[src/rtl/msg_pkg.sv]
// msg_pkg: shared message layout, sizes and FSM state encoding for the message transmitter.
//   MSG_W  - message width in bits
//   BYTE_W - link byte width
//   NBYTES - bytes per message
//   msg_t  - packed message fields, MSB first
//   state_t - transmitter FSM states
package msg_pkg;
  localparam int MSG_W = 168;
  localparam int BYTE_W = 8;
  localparam int NBYTES = MSG_W / BYTE_W;
  typedef struct packed {
    logic [23:0] sync;
    logic [31:0] id;
    logic [31:0] code;
    logic [31:0] arg;
    logic [7:0]  flag;
    logic [31:0] seq;
    logic [7:0]  tail;
  } msg_t;
  typedef enum logic [1:0] {IDLE, SEND, CSUM, GAP} state_t;
endpackage

[src/rtl/msg_frame_tx_csum.sv]
// msg_csum_acc: mod-256 byte accumulator whose output is the two's-complement checksum byte.
//   clk, rst_n - clock and synchronous active-low reset
//   clr        - zero the running sum (start of frame)
//   add        - add din into the running sum
//   din        - byte to accumulate
//   neg        - (~sum + 1), the byte that brings the frame sum to zero
module msg_csum_acc (
  input  logic       clk,
  input  logic       rst_n,
  input  logic       clr,
  input  logic       add,
  input  logic [7:0] din,
  output logic [7:0] neg
);
  logic [7:0] sum_q, sum_d;
  always_comb sum_d = clr ? 8'd0 : add ? sum_q + din : sum_q;
  always_ff @(posedge clk)
    if (!rst_n) sum_q <= '0;
    else sum_q <= sum_d;
  assign neg = ~sum_q + 8'd1;
endmodule

[src/rtl/msg_frame_tx.sv]
// msg_frame_tx: accepts one packed message over valid/ready and serialises it MSB-first as bytes.
//   clk, rst_n         - clock and synchronous active-low reset
//   in_valid/in_ready  - message handshake, in_msg holds the packed msg_pkg::msg_t
//   tx_valid/tx_ready  - byte handshake, tx_data is the current byte, tx_last marks the final byte
//   busy               - high whenever the FSM is not IDLE
//   frame_cnt          - completed frames, wraps modulo 2^CNT_W
//   Define MSG_TX_CHECKSUM_EN to append a checksum byte that zeroes the frame's mod-256 sum.
module msg_frame_tx #(
  parameter int MSG_W      = 168,
  parameter int GAP_CYCLES = 0,
  parameter int CNT_W      = 16
) (
  input  logic             clk,
  input  logic             rst_n,
  input  logic             in_valid,
  output logic             in_ready,
  input  logic [MSG_W-1:0] in_msg,
  output logic             tx_valid,
  input  logic             tx_ready,
  output logic [7:0]       tx_data,
  output logic             tx_last,
  output logic             busy,
  output logic [CNT_W-1:0] frame_cnt
);
  import msg_pkg::*;
  localparam int NB = MSG_W / BYTE_W;
  localparam int IW = $clog2(NB + 1);
  localparam int GW = $clog2(GAP_CYCLES + 2);
`ifdef MSG_TX_CHECKSUM_EN
  localparam bit CSUM_EN = 1'b1;
`else
  localparam bit CSUM_EN = 1'b0;
`endif
  state_t state_q, state_d;
  logic [MSG_W-1:0] shreg_q, shreg_d;
  logic [IW-1:0] idx_q, idx_d;
  logic [GW-1:0] gap_q, gap_d;
  logic [CNT_W-1:0] cnt_q, cnt_d;
  logic [7:0] csum;
  logic acc, last_byte, done;
  assign acc = tx_valid && tx_ready;
  assign last_byte = idx_q == IW'(NB - 1);
  // a frame completes on acceptance of its final byte: checksum if enabled, else message byte NB-1
  assign done = acc && (state_q == CSUM || (state_q == SEND && last_byte && !CSUM_EN));
`ifdef MSG_TX_CHECKSUM_EN
  msg_csum_acc u_csum (
    .clk  (clk),
    .rst_n(rst_n),
    .clr  (state_q == IDLE && in_valid),
    .add  (acc && state_q == SEND),
    .din  (shreg_q[MSG_W-1 -: 8]),
    .neg  (csum)
  );
`else
  assign csum = '0;
`endif
  always_comb begin
    state_d = state_q;
    shreg_d = shreg_q;
    idx_d = idx_q;
    gap_d = gap_q;
    cnt_d = done ? cnt_q + 1'b1 : cnt_q;
    case (state_q)
      IDLE: if (in_valid) begin
        state_d = SEND;
        shreg_d = in_msg;
        idx_d = '0;
      end
      SEND: if (tx_ready) begin
        shreg_d = shreg_q << BYTE_W;
        idx_d = idx_q + 1'b1;
        if (last_byte) state_d = CSUM_EN ? CSUM : GAP_CYCLES > 0 ? GAP : IDLE;
      end
      CSUM: if (tx_ready) state_d = GAP_CYCLES > 0 ? GAP : IDLE;
      default: begin
        gap_d = gap_q + 1'b1;
        if (gap_q == GW'(GAP_CYCLES - 1)) begin
          state_d = IDLE;
          gap_d = '0;
        end
      end
    endcase
  end
  always_ff @(posedge clk)
    if (!rst_n) begin
      state_q <= IDLE;
      shreg_q <= '0;
      idx_q <= '0;
      gap_q <= '0;
      cnt_q <= '0;
    end else begin
      state_q <= state_d;
      shreg_q <= shreg_d;
      idx_q <= idx_d;
      gap_q <= gap_d;
      cnt_q <= cnt_d;
    end
  // in_ready is held low while reset is asserted, before the state register has been cleared
  assign in_ready = rst_n && state_q == IDLE;
  assign tx_valid = state_q == SEND || state_q == CSUM;
  assign tx_data = state_q == SEND ? shreg_q[MSG_W-1 -: 8] : state_q == CSUM ? csum : 8'd0;
  assign tx_last = tx_valid && (state_q == CSUM || (last_byte && !CSUM_EN));
  assign busy = state_q != IDLE;
  assign frame_cnt = cnt_q;
endmodule

[config.mk]
export PLATFORM = sky130hd
export DESIGN_NAME = msg_frame_tx
export DESIGN_NICKNAME = d
export VERILOG_FILES = /design/src/rtl/msg_pkg.sv /design/src/rtl/msg_frame_tx_csum.sv /design/src/rtl/msg_frame_tx.sv
export SDC_FILE = /design/constraint.sdc
export NUM_CORES = 1
export LEC_CHECK = 0
export ABC_AREA = 1
export CORE_MARGIN = 8
export CORE_UTILIZATION = 51
export DETAILED_ROUTE_END_ITERATION = 6
export PLACE_DENSITY = 0.87
export SLEW_MARGIN = 20
export SYNTH_ARGS = -nofsm -noshare
export SYNTH_HDL_FRONTEND = slang
export SYNTH_HIERARCHICAL = 1
export SYNTH_SLANG_ARGS = --single-unit
[constraint.sdc]
create_clock -name clk -period 1.8 [get_ports clk]
set_input_delay 0.18 -clock clk [delete_from_list [all_inputs] [get_ports clk]]
set_output_delay 0.18 -clock clk [all_outputs]
set_load 0.05 [all_outputs]
==> out/summary.md, run 1 <==
Detailed routing inserted a total of 8581 vias. The die covers 21700 µm². After clock tree synthesis, the flow added hold-fix buffers numbering 0. In the synthesized netlist, the cells that appear most often are a21oi_1 (333), dfxtp_1 (190), inv_1 (188), nor2_1 (187), o21ai_0 (162). The post-layout net count is 1598.

The critical path starts at state_q[0]$_SDFFE_PN0P_. The run gives 1449 as the post-synthesis net count. The top-level I/O count came out at 200.

The flow ran to the end, and the final reports show no timing, DRC or antenna violations. The family with the most delay on the worst path was buffers and inverters. The H-tree generated during clock tree synthesis spans 4 levels.

The clock period could shrink to 1.70 ns. The number of diodes is 0, and the number of buffers between clock root and the deepest sink is 2. The horizontal die dimension came out at 147 µm.

Setup repair after global routing left no endpoint under its margin. At the pin with the least slew margin, the transition time is 0.504 ns. The worst-case IR drop observed on VDD is 742 µV.

For the final database, setup skew stands at 0.0129 ns. Data on the critical path is required at its endpoint by 1.62 ns. CTS placed an instance of clkbuf_16 at the clock tree root. Ranked by total cell area, the synthesized netlist is headed by dfxtp_1 (43%), a21oi_1 (19%), o21ai_0 (9.2%). The run gives 0 as the total count of hold-check failures in the final report. The congestion estimate from routability-driven global placement came to 0.834. In this run the power density over the cells is 908 nW/µm². The async set-reset flop share out of synthesis works out to 0%. The routed design has 23900 µm of wire. The worst hold path begins at rst_n. Clock-pin slew was measured on the worst setup and hold paths at 0.07 ns. The initial utilization of the core area, before any placement, comes to 51.6%. The worst path setup slack after routing was 0.102 ns; the number of CTS-inserted buffers was 17. Row generation in the floorplan step produced 48 rows.

After technology mapping, the gate count stands at 1274. On the worst path, the slowest cell contributes a delay of 0.47 ns. TritonCTS built the clock tree. Across the run, the number of max-cap violations was 0. Derived from the worst setup path, the maximum achievable clock frequency is 589 MHz.

The first detailed-routing pass took 5 iterations. The number of global-route vias before repair was 8014; the worst slack at placement was 0.0409 ns. Together, buffers and inverters on the worst path number 3. In this run the static leakage power is 5.20 nW. Classification of the worst-slack hold path: input port to flop. The region available for standard cell placement spans 17100 µm².

Sum of net half-perimeters after detailed placement: 15900 µm. STA classifies the critical path endpoint as a primary output. The first global-routing pass estimated 38600 µm of wire. The run gives 0.20 ns as the minimum setup slack among reg-to-reg paths. The wire length per cell came out at 14.4 µm. The finished layout cell area came out at 11600 µm². The run gives 1623 as the cell count after placement.

In the synthesized netlist the dominant register cell turns out to be dfxtp_1. Dividing the detail-routed via count by the number of cells gives 5.17. The ratio of final minimum period to clock period was 94.4%. The critical path is of the flop to primary output type. For this run, the number of Yosys warnings is 6. Worst-path cell with the longest stage delay: dfxtp_4. The tools report the number of remaining DRC errors as 0.

The top cell type by area accounts for 43.2% of the synthesized area. For the number of antenna violations at the first check in global routing, the log shows 0. Compared with the post-synthesis result, the final layout area differs by 32.3%. The worst max-slew margin expressed relative to the limit was 66.3%; the fraction of final layout cells with drive strength greater than 1 was 7.17%. The count of nets left with antenna violations once routing finished came out at 0.

Data on the critical path arrives at its endpoint at 1.52 ns. The instance area after placement is 10900 µm². Post-synthesis sequential area ratio: 43.2%. Counting every sink on the clock net gives 190. The average instance in the mapped netlist occupies 6.91 µm².

The biggest area contributor in the post-synthesis netlist is dfxtp_1. The dominant cell by count in the synthesized netlist was a21oi_1. The finished layout holds 1661 standard cells, fillers aside. Remaining global-route overflow: 0.

The number of setup violations in the final report came out at 0. In this run, synthesis produced a sequential element count of 190. Total global routing track utilization: 21.4%. In this run, the number of DRC markers left after iteration 0 of detailed routing was 589.

From bottom edge to top edge, the die measures 147 µm. In this run the worst path has a maximum fanout of 65. The run gives 8800 µm² as the cell area after synthesis. Startpoint of the worst register-to-register path: state_q[0]$_SDFFE_PN0P_.

The clock network latency to the later pin of the worst-skew pair was 0.43 ns. Buffers placed on the I/O ports in this run total 199. The synthesized design contains 0 enable-type register cells. Largest net degree at the start of global routing: 104.

Walking the worst path, the cells encountered are buf_16 -> nand2_1 -> inv_2 -> buf_12. The worst setup path is launched from a flop. The synthesized netlist contains 24 unique library cells.

Number of max-slew violations in the final report: 0.
[registers in the layout (all words and copies together) (netlist names)]
name       flops
frame_cnt     16
idx_q          5
shreg_q      168
state_q        1
[layer usage]
layer  up-vias  global-route usage [%]  share of wire, %
met5         -                       0                 0
li1       4436                       -                 -
met1      3868                    27.1                44
met3        29                    4.98               6.2
met2       248                    35.0                48
met4         0                    7.55               1.8
[power breakdown]
group / switching [mW] / internal (mW)
clock network: 1.65 / 2.22
logic: 1.01 / 0.877
registers: 0.218 / 4.60
[worst reg2reg max path: cells and delay by family (launching register included)]
kind / cells / cell delay (ns)
buf+inv: 3 / 0.38
flops: 1 / 0.41
compound gates: 2 / 0.35
simple gates: 2 / 0.34
[path summary, 6_finish.rpt]
check / cells after the start / endpoint
worst min-delay path: 3 / shreg_q[96]$_SDFFE_PN0P_
worst max register to register: 7 / shreg_q[60]$_SDFFE_PN0P_
worst max-delay path: 4 / tx_data[4]
worst min register to register: 1 / idx_q[0]$_SDFFE_PN0P_
[what timing repair did]
item	in CTS	in global routing
gates cloned	2	0
endpoints found under the setup margin	20	12
setup buffers	0	4
resized for setup	19	2
[logic make-up after synthesis]
group	after synthesis	synth area share (%)
XOR/XNOR	1	0.0995
AND/OR/NAND/NOR	287	13.0
adder cells (fa/ha/maj)	3	0.427
buffers and inverters	287	14.0
AO/OA/AOI/OAI	506	29.2
flip-flops	190	43.2
[cells in the final DEF, fill, tap and decap left out, types with 2 or more instances in the layout]
cell type	n
a21oi_2	10
dfxtp_1	188
nand3_1	13
a21oi_1	333
inv_1	182
clkinvlp_4	4
o21ai_0	162
buf_16	2
inv_6	2
buf_12	18
inv_2	7
buf_4	22
nor2_1	186
ha_1	3
nand4_1	3
dlygate4sd2_1	11
clkbuf_16	17
bufinv_16	3
nor2_4	2
clkinv_2	4
nor3_1	10
bufbuf_16	2
nor2_2	4
nand2_1	67
clkdlybuf4s50_1	170
[layout make-up]
| cell class | instances | area [µm²] |
|---|---|---|
| clock buffers | 18 | 439 |
| clock inverters | 14 | 166 |
| fillers | 1438 | 5420 |
| inverters | 191 | 724 |
| multi-input cells | 797 | 3760 |
| flip-flops and latches | 190 | 3810 |
| well taps | 225 | 282 |
| repair buffers | 226 | 2460 |
[metrics by stage]
step                hold WS (ns)  total power, mW  TNS (ns)  util (%)
global route               0.252             11.0         0      68.3
detailed placement         0.456             6.69         0      64.1
finish                     0.244             10.6         0      68.3
global placement           0.449             6.64         0      64.1
floorplan                  0.327             6.01         0         -
CTS                        0.230             10.6   -0.0223      68.1
No activity file was read; power rests on OpenSTA's default activity.
==> inputs of run 2 (changes only) <==
Settings changed: CORE_MARGIN 8 to default.
==> out/summary.md, run 2 (same netlist as run 1, synthesis figures left out) <==
The run finished with clean final reports. The tools report the remaining global-route overflow as 0 (unchanged). Setup repair after global routing left no endpoint under its margin.

The cell-internal power was 7.56 mW (-1.8%); the final design utilization was 70.2% (+1.9 points). The largest incremental delay on the critical path works out to 0.80 ns (+0.33 ns). The final critical-path required period came out at 1.75 ns (+0.0550 ns).

The buffering stage count on the worst path with inverters included is 1 (-2). Number of antenna violations at the first check in global routing: 0 (unchanged). The H-tree depth was 4 (unchanged); the number of setup violations in the final report was 0 (unchanged). The number of iterations in the first detailed-routing pass was 7 (+2); the switching share of power was 27.3% (+0.066 points). The cell family contributing the most delay on the critical path is buffers and inverters.

The total global routing track utilization came out at 25.8% (+4.4 points). The largest net degree at the start of global routing came out at 77 (-26%). The horizontal die dimension works out to 133 µm (-9.5%). The largest individual stage delay along the critical path comes from the cell clkdlybuf4s50_1. The number of flip-flops in the largest register came out at 168 (unchanged). The worst setup path is captured at a primary output. The via count is 8696 (+1.3%). For the number of buffers between clock root and the deepest sink, the log shows 2 (unchanged). For the number of core rows, the log shows 47 (-2.1%). The number of diodes was 0 (unchanged); the total count of hold-check failures in the final report was 0 (unchanged). The tools report the worst endpoint data arrival time as 1.57 ns (+0.05 ns). The largest fanout on the critical path was 3 (-95%); the post-layout net count was 1602 (+0.25%).

The run gives 0 (unchanged) as the number of violations of the max-capacitance limit. TritonCTS built the clock tree. For the core footprint, the log shows 16700 µm² (-2.1%). The combinational share of power came out at 18.7% (+0.9 points). The fraction of final layout cells with drive strength greater than 1 is 6.81% (-0.37 points), and the ratio of final minimum period to clock period is 97.4% (+3.1 points). The worst setup path is of the flop to primary output kind. The worst hold path terminates at shreg_q[153]$_SDFFE_PN0P_. Classification of the worst-slack hold path: input port to flop.

The count of cells along the worst register-to-register path came out at 8 (+1). Most flop-heavy register: shreg_q. The number of remaining DRC errors is 0 (unchanged). The reported net switching power came out at 2.83 mW (-1.4%). The run gives 0.0465 ns (-0.0550 ns) as the worst path setup slack after routing. The number of cells on the worst hold path was 3 (unchanged); the leakage power of the design was 5.27 nW (+1.3%).

The final antenna-violating net count was 0 (unchanged). The tools report the worst slack at placement as 0.0761 ns (+0.0352 ns). The power density relative to cell area came out at 887 nW/µm² (-2.3%). The library cells used most frequently in the layout, excluding fill and tap cells, are a21oi_1 (333), dfxtp_1 (189), inv_1 (187), nor2_1 (186), clkdlybuf4s50_1 (171). The part of the total power dissipated in sequential elements is 46.3% (+0.8 points). The number of CTS-inserted buffers was 17 (unchanged); the number of global-route vias before repair was 8093 (+0.99%). The worst max-slew margin expressed relative to the limit was 66.3% (-0.070 points).

The total clock sinks came out at 190 (unchanged). Overall power consumption: 10.4 mW (-1.7%). The clock slew seen by the registers of the worst setup and hold paths is 0.07 ns (about the same). The logs give 52.7% (+1.1 points) for the initial standard-cell utilization of the core and 35.0% (-1.6 points) for the clock group share of total power.

The transition time at the pin with the least slew margin came out at 0.505 ns (+0.00104 ns). The run gives 0.194 ns (-0.0501 ns) as the worst slack on hold paths. CTS placed an instance of clkbuf_16 at the clock tree root. The logs give 200 (unchanged) for the top-level I/O count and 1337 (-7.0%) for the number of inserted filler cells in the final layout. The overall die height is 133 µm (-9.5%).

The number of max-slew violations in the final report is 0 (unchanged), and the die area is 17800 µm² (-18%). The run gives 1.62 ns (about the same) as the data required time at the worst endpoint. Traced cell by cell, the critical path runs through clkdlybuf4s50_1. For the instance area after placement, the log shows 11000 µm² (+0.54%). The wire length per cell is 13.7 µm (-4.2%). First-pass GRT wire length: 37600 µm (-2.6%). The tools report the achievable frequency as 570 MHz (-3.1%). The run gives 0.00573 ns (-0.00718 ns) as the worst setup skew after layout. The wire length reported by the detailed router was 22800 µm (-4.3%). The worst hold path begins at rst_n. The clock network latency to the later pin of the worst-skew pair is 0.42 ns (about the same), and the initial DRC count is 597 (+1.4%). Finished layout cell area: 11700 µm² (+0.64%). The startpoint of the worst register-to-register path is state_q[0]$_SDFFE_PN0P_. The total negative slack for setup checks is 0 ns (unchanged), and the via count normalized by instance count is 5.24 (+1.4%). The worst register-to-register path ends at shreg_q[90]$_SDFFE_PN0P_.

STA classifies the critical path startpoint as a flop. The run gives 0.16 ns (-0.04 ns) as the minimum setup slack among reg-to-reg paths. The last weighted congestion value of the routability-driven placer came out at 0.838 (+0.48%). The sum of net half-perimeters after detailed placement was 15000 µm (-6.0%); the number of buffers inserted by port buffering was 199 (unchanged). The leading cell type in the layout, fill and taps excluded is a21oi_1. Cell count after placement: 1621 (-0.12%). The logs give 1660 (-0.060%) for the final cell count without fillers and 740 µV (-0.29%) for the largest voltage drop on the vdd net.

Compared with the post-synthesis result, the final layout area differs by 33.1%.
run 2: how the worst max path moves through the flow:
stage	start	endpoint	slack [ns]	depth (start not counted)
floorplan	frame_cnt[1]$_SDFFE_PN0P_	frame_cnt[10]$_SDFFE_PN0P_	0.04	8
CTS	frame_cnt[0]$_SDFFE_PN0P_	frame_cnt[0]	0.004	1
global route	state_q[0]$_SDFFE_PN0P_	tx_data[5]	0.001	4
finish	frame_cnt[15]$_SDFFE_PN0P_	frame_cnt[15]	0.05	1
detailed placement	tx_ready	shreg_q[103]$_SDFFE_PN0P_	0.08	8
global placement	tx_ready	shreg_q[102]$_SDFFE_PN0P_	0.11	8
run 2: routing by layer:
metal	vias to the layer above	track usage [%]	routed length, µm
li1	4431	-	-
met1	3892	33.8	9990
met2	316	41.5	10600
met3	57	4.72	1420
met4	0	11.6	778
met5	-	0	0
run 2: cell type report:
| cell class | count | area, µm² | area share (%) |
|---|---|---|---|
| flip-flops and latches | 190 | 3810 | 32.5 |
| multi-input cells | 797 | 3770 | 32.2 |
| repair buffers | 230 | 2570 | 21.9 |
| inverters | 191 | 724 | 6.18 |
| clock buffers | 22 | 484 | 4.13 |
| well taps | 220 | 275 | 2.35 |
| clock inverters | 10 | 87.6 | 0.748 |
run 2: power groups by stage:
stage | Combinational [mW] | Clock, mW | Sequential, mW
CTS | 1.93 | 3.68 | 4.81
global route | 2.16 | 3.84 | 4.86
detailed placement | 1.84 | 0 | 4.89
global placement | 1.78 | 0 | 4.88
floorplan | 1.18 | 0 | 4.82
finish | 1.94 | 3.64 | 4.81
run 2: repair_timing:
action,4_1_cts,5_1_grt
setup endpoints to repair,18,36
resized for setup,14,6
gates cloned,3,0
hold buffers,0,0
buffers inserted,2,2
==> RTL change 1 (settings of run 1) <==
Set the localparam `CSUM_EN` to 1'b1 (it was 1'b0).
--- a/src/rtl/msg_frame_tx.sv
+++ b/src/rtl/msg_frame_tx.sv
@@ -30,5 +30,5 @@
   localparam bit CSUM_EN = 1'b1;
 `else
-  localparam bit CSUM_EN = 1'b0;
+  localparam bit CSUM_EN = 1'b1;
 `endif
   state_t state_q, state_d;
Behaviour: no difference found for any inputs over 4 cycles, from zero or initial values and one cycle with rst_n low; that may be too few to reach the edited logic, so the function may still have changed.
==> RTL change 1 against run 1 <==
- area after synthesis is 1.3% higher
- wire length is 6.0% higher
- hold slack worse by 120 ps
- sequential cell count is 2 higher
- via count is 3.4% higher
- setup slack worse by 29 ps
- largest cell class is now multi-input gates
- final area is 3.2% higher
Power is not compared: it rests on default switching activity, and its combinational part moved more than twofold at a synthesized area within 25%.
==> RTL change 1: results (changes against run 1) <==
status: "completed"
met3RoutedLength_um: 1950  # +32%
top_layer: "met5"
cp_slowest_cell: "dfxtp_2"
grt_pass1_wl_um: 40400  # +4.5%
place_area_um2: 11200  # +2.6%
grt_pass1_vias: 8529  # +6.4%
arrival_ps: 1550  # +30 ps
synth_nets: 1497  # +3.3%
drtIter0Drc: 764  # +30%
synth-adder-area-share: 0.0112  # +0.00696
fp.dieW_um: 148  # +0.58%
hpwl_um: 17500  # +10%
fillers: 1410  # -1.9%
drive_above_1_share: 0.0697  # -0.00202
critical_path.max_fanout: 17  # -74%
reg2reg_depth: 10  # +3
grt_usage: 0.224  # +0.00940
viasPerCell: 5.16  # about the same
synth_compound_area_frac: 0.268  # -0.0241
synth_xor_xnor_area_share: 0.000982  # -0.0000129
wire_per_inst_um: 14.7  # +2.5%
wl_met1_um: 10600  # +1.8%
synth_area_leaders: "dfxtp_1, nand2_1, o21ai_0, a21oi_1, inv_1"
yosysSeqAreaShare: 0.431  # -0.00109
worstMarginPinSlew_ps: 503  # -1.05 ps
## RTL change 1: changes by cell type in the layout (fill, tap and decap cells not counted), sizes merged, moves of 2 or more
cell                run 1  this run
nand3                  14        17
nor3                   10         7
nor2                  192        63
ha                      3         8
dlygate4sd2            11        14
buf                    42        48
nand2                  67       270
dfxtp                 190       192
inv                   192       189
o21ai                 162       308
clkinv                  6         4
a21oi                 343       166
## RTL change 1: routing by layer
layer / GRT usage / up-vias
met5: 0 / -
met1: 0.274 / 3974
li1: - / 4573
met3: 0.0586 / 46
met2: 0.369 / 275
met4: 0.0847 / 2
## RTL change 1: area by class of cell
cell class / instances / area [µm²] / area share
sequential: 192 / 3850 / 0.320
clock buffer: 18 / 429 / 0.0357
clock inverter: 14 / 175 / 0.0146
tap: 225 / 282 / 0.0234
multi-input combinational: 848 / 3990 / 0.332
inverter: 185 / 709 / 0.0590
timing repair buffer: 235 / 2580 / 0.214
antenna: 1 / 2.50 / 0.000208
## RTL change 1: path summary, 6_finish.rpt
| path | startpoint | end | slack, ps |
|---|---|---|---|
| worst max register to register | state_q[1]$_SDFFE_PN0P_ | shreg_q[78]$_SDFFE_PN0P_ | 90 |
| worst min register to register | shreg_q[29]$_SDFFE_PN0P_ | shreg_q[29]$_SDFFE_PN0P_ | 450 |
| worst max-delay path | state_q[1]$_SDFFE_PN0P_ | tx_data[4] | 70 |
| worst min-delay path | rst_n | frame_cnt[7]$_SDFFE_PN0P_ | 130 |
## RTL change 1: worst register-to-register path, delay by kind of cell (launching register included)
family / cells / cell delay, ps
DFF: 1 / 330
and+or+nand+nor: 3 / 380
AOI/OAI and AO/OA: 2 / 210
buffers and inverters: 4 / 490
adders and majority gates: 1 / 180
## RTL change 1: cell families (layout without fill, tap and decap cells)
family | after synthesis | in the layout
xor+xnor | 1 | 1
buf+inv | 277 | 452
simple gates | 363 | 363
fa+ha+maj | 8 | 8
compound gates | 476 | 476
flops | 192 | 192
other cells | 0 | 1
## RTL change 1: power groups by stage
stage	logic, mW	clock network, mW	registers [mW]
CTS	7.00	3.92	6.71
global placement	6.53	0	6.71
finish	7.27	3.86	6.73
global route	8.16	4.10	6.90
floorplan	4.90	0	6.65
detailed placement	6.72	0	6.78
## RTL change 1: stage by stage
step                instances  hold slack [ps]  setup slack [ps]  TNS (ps)
finish                   1718              125              72.7         0
global route             1718              123             -3.37     -3.37
CTS                      1713              109              4.53         0
detailed placement       1679              439              -178     -1930
global placement         1679              433             -76.7      -690
floorplan                1317              325              14.1         0
## RTL change 1: what timing repair did
| action | in CTS | in global routing |
|---|---|---|
| gates resized for setup | 26 | 31 |
| setup buffers | 1 | 3 |
| endpoints found under the hold margin | 0 | 0 |
| pin swaps | 1 | 4 |
| cloned | 1 | 1 |
| endpoints found under the setup margin | 38 | 73 |
==> RTL change 2 (config.mk and constraints of run 1) <==
Made on the original files. Reset style: asynchronous (`rst_n`), changed in one clocked block. Comments in the files are not updated.
--- a/src/rtl/msg_frame_tx.sv
+++ b/src/rtl/msg_frame_tx.sv
@@ -82,5 +82,5 @@
     endcase
   end
-  always_ff @(posedge clk)
+  always_ff @(posedge clk or negedge rst_n)
     if (!rst_n) begin
       state_q <= IDLE;
Function: differs if rst_n is asserted again (counterexample within 4 cycles, from zero or initial values and one cycle with rst_n low); with rst_n held inactive, the same outputs for 4 cycles.
==> RTL change 2 against run 1 <==
- maximum frequency shrank 1.1%
- synthesized cell count shrank 17%
- final area grew 0.83%
- setup slack lost 19 ps
- area after synthesis shrank 1.4%
- wire length shrank 2.7%
- sequential cell count is the same
- final cell count shrank 12%
- critical endpoint is now in_ready
- highest routed layer unchanged
Power is not compared: it rests on default switching activity, and its combinational part moved more than twofold at a synthesized area within 25%.
==> RTL change 2: results (changes against run 1) <==
finalNonFillerCells: 1467  # -12%
hpwl_um: 16200  # +2.0%
grt_pass1_vias: 7481  # -6.7%
status: "completed"
drtIter0Drc: 492  # -16%
gp_congestion: 0.811  # -2.8%
yosysUniqueCellTypes: 25  # +4.2%
grt_use_met3: 0.0448  # -0.00502
fillers: 1265  # -12%
cp_slowest_cell: "dfrtp_4"
reg2reg_from: "state_q[0]$_DFFE_PN0P_"
critPathCapture: "in_ready"
arrival_ps: 1540  # +20 ps
fin_skew_ps: 6.52  # -6.39 ps
wire_per_inst_um: 15.8  # +10%
yosysSeqAreaShare: 0.548  # +0.115
synth-main-ff-cell: "dfrtp_1"
r2r_end: "shreg_q[20]$_DFFE_PN0P_"
grt_use_met1: 0.277  # +0.00592
synth_compound_area_frac: 0.128  # -0.164
synth_xor_xnor_area_share: 0.00706  # +0.00607
nets: 1409  # -12%
synth_area_leaders: "dfrtp_1, nand2_1, a31oi_1, nor2_1, buf_2"
grt_usage: 0.213  # -0.00104
grt_util_met2: 0.351  # about the same
netlist_instances: 1061  # -17%
critical_path.max_fanout: 34  # -48%
viasPerCell: 5.33  # +3.1%
synth-adder-area-share: 0.00432  # +0.0000584
drive_above_1_share: 0.0714  # -0.000356
worstSetupStartpointType: "flip-flop"
r2r_slack_ps: 130  # -70 ps
grt_pass1_wl_um: 37400  # -3.1%
cts-htree-levels: 4  # unchanged
cpPeakStageDelay_ps: 570  # +100 ps
synth_common_cells: "nand2_1, dfrtp_1, nor2_1, a31oi_1, buf_2"
hp-class: "input pin to async pin"
synth_async_sr_flop_share: 1.00  # +1.00
dr.pass1.iters: 6  # +1
grt_max_degree: 161  # +55%
slew-limit-headroom: 0.607  # -0.0568
synth_nets: 1236  # -15%
-- RTL change 2: power by group --
part / internal, mW / switching [mW]
clock network: 2.26 / 1.58
registers: 5.88 / 0.997
logic: 2.17 / 2.54
-- RTL change 2: repair_timing --
action | 4_1_cts | 5_1_grt
cloned | 0 | 2
hold endpoints to repair | 31 | 0
setup endpoints to repair | 10 | 11
hold buffers | 1 | 0
pin swaps | 0 | 0
buffers inserted | 0 | 2
gates resized for setup | 11 | 4
-- RTL change 2: layer usage --
layer  vias up  wire length [µm]
li1       3837                 -
met1      3707              9870
met2       250             11500
met3        21              1460
met4         0               339
met5         -                 0
-- RTL change 2: how the worst min path moves through the flow --
stage | startpoint | end | cells past startpoint
6_report | rst_n | shreg_q[133]$_DFFE_PN0P_ | 2
5_1_grt | rst_n | shreg_q[133]$_DFFE_PN0P_ | 2
4_1_cts | rst_n | shreg_q[133]$_DFFE_PN0P_ | 2
3_5_place_dp | rst_n | shreg_q[133]$_DFFE_PN0P_ | 1
3_3_place_gp | rst_n | shreg_q[131]$_DFFE_PN0P_ | 1
2_1_floorplan | rst_n | frame_cnt[0]$_DFFE_PN0P_ | 0
-- RTL change 2: cells by family (layout without fill, tap and decap cells) --
family	count (synthesis)	in the layout
AO/OA/AOI/OAI	175	175
XOR/XNOR	7	7
adder cells (fa/ha/maj)	3	3
buffers and inverters	103	289
flip-flops	190	190
AND/OR/NAND/NOR	583	583
-- RTL change 2: cell type report --
type,instances,area share
flip-flops and latches,190,0.405
inverters,30,0.00981
clock buffers,22,0.0395
repair buffers,227,0.214
multi-input cells,768,0.296
clock inverters,10,0.0117
well taps,220,0.0235
-- RTL change 2: through the flow --
step | hold WS, ps | instance area (µm²) | setup WS (ps)
2_1_floorplan | -116 | 8680 | 92.3
5_1_grt | 250 | 11700 | 4.65
6_report | 218 | 11700 | 82.6
4_1_cts | 218 | 11700 | 2.94
3_3_place_gp | 106 | 11000 | 199
3_5_place_dp | 100 | 11000 | 130
-- RTL change 2: worst max-delay path: cells and delay by family, from the launching register on --
family,cells,cell delay (ps)
buffers and inverters,2,360
flip-flops,1,570
AND/OR/NAND/NOR,1,170
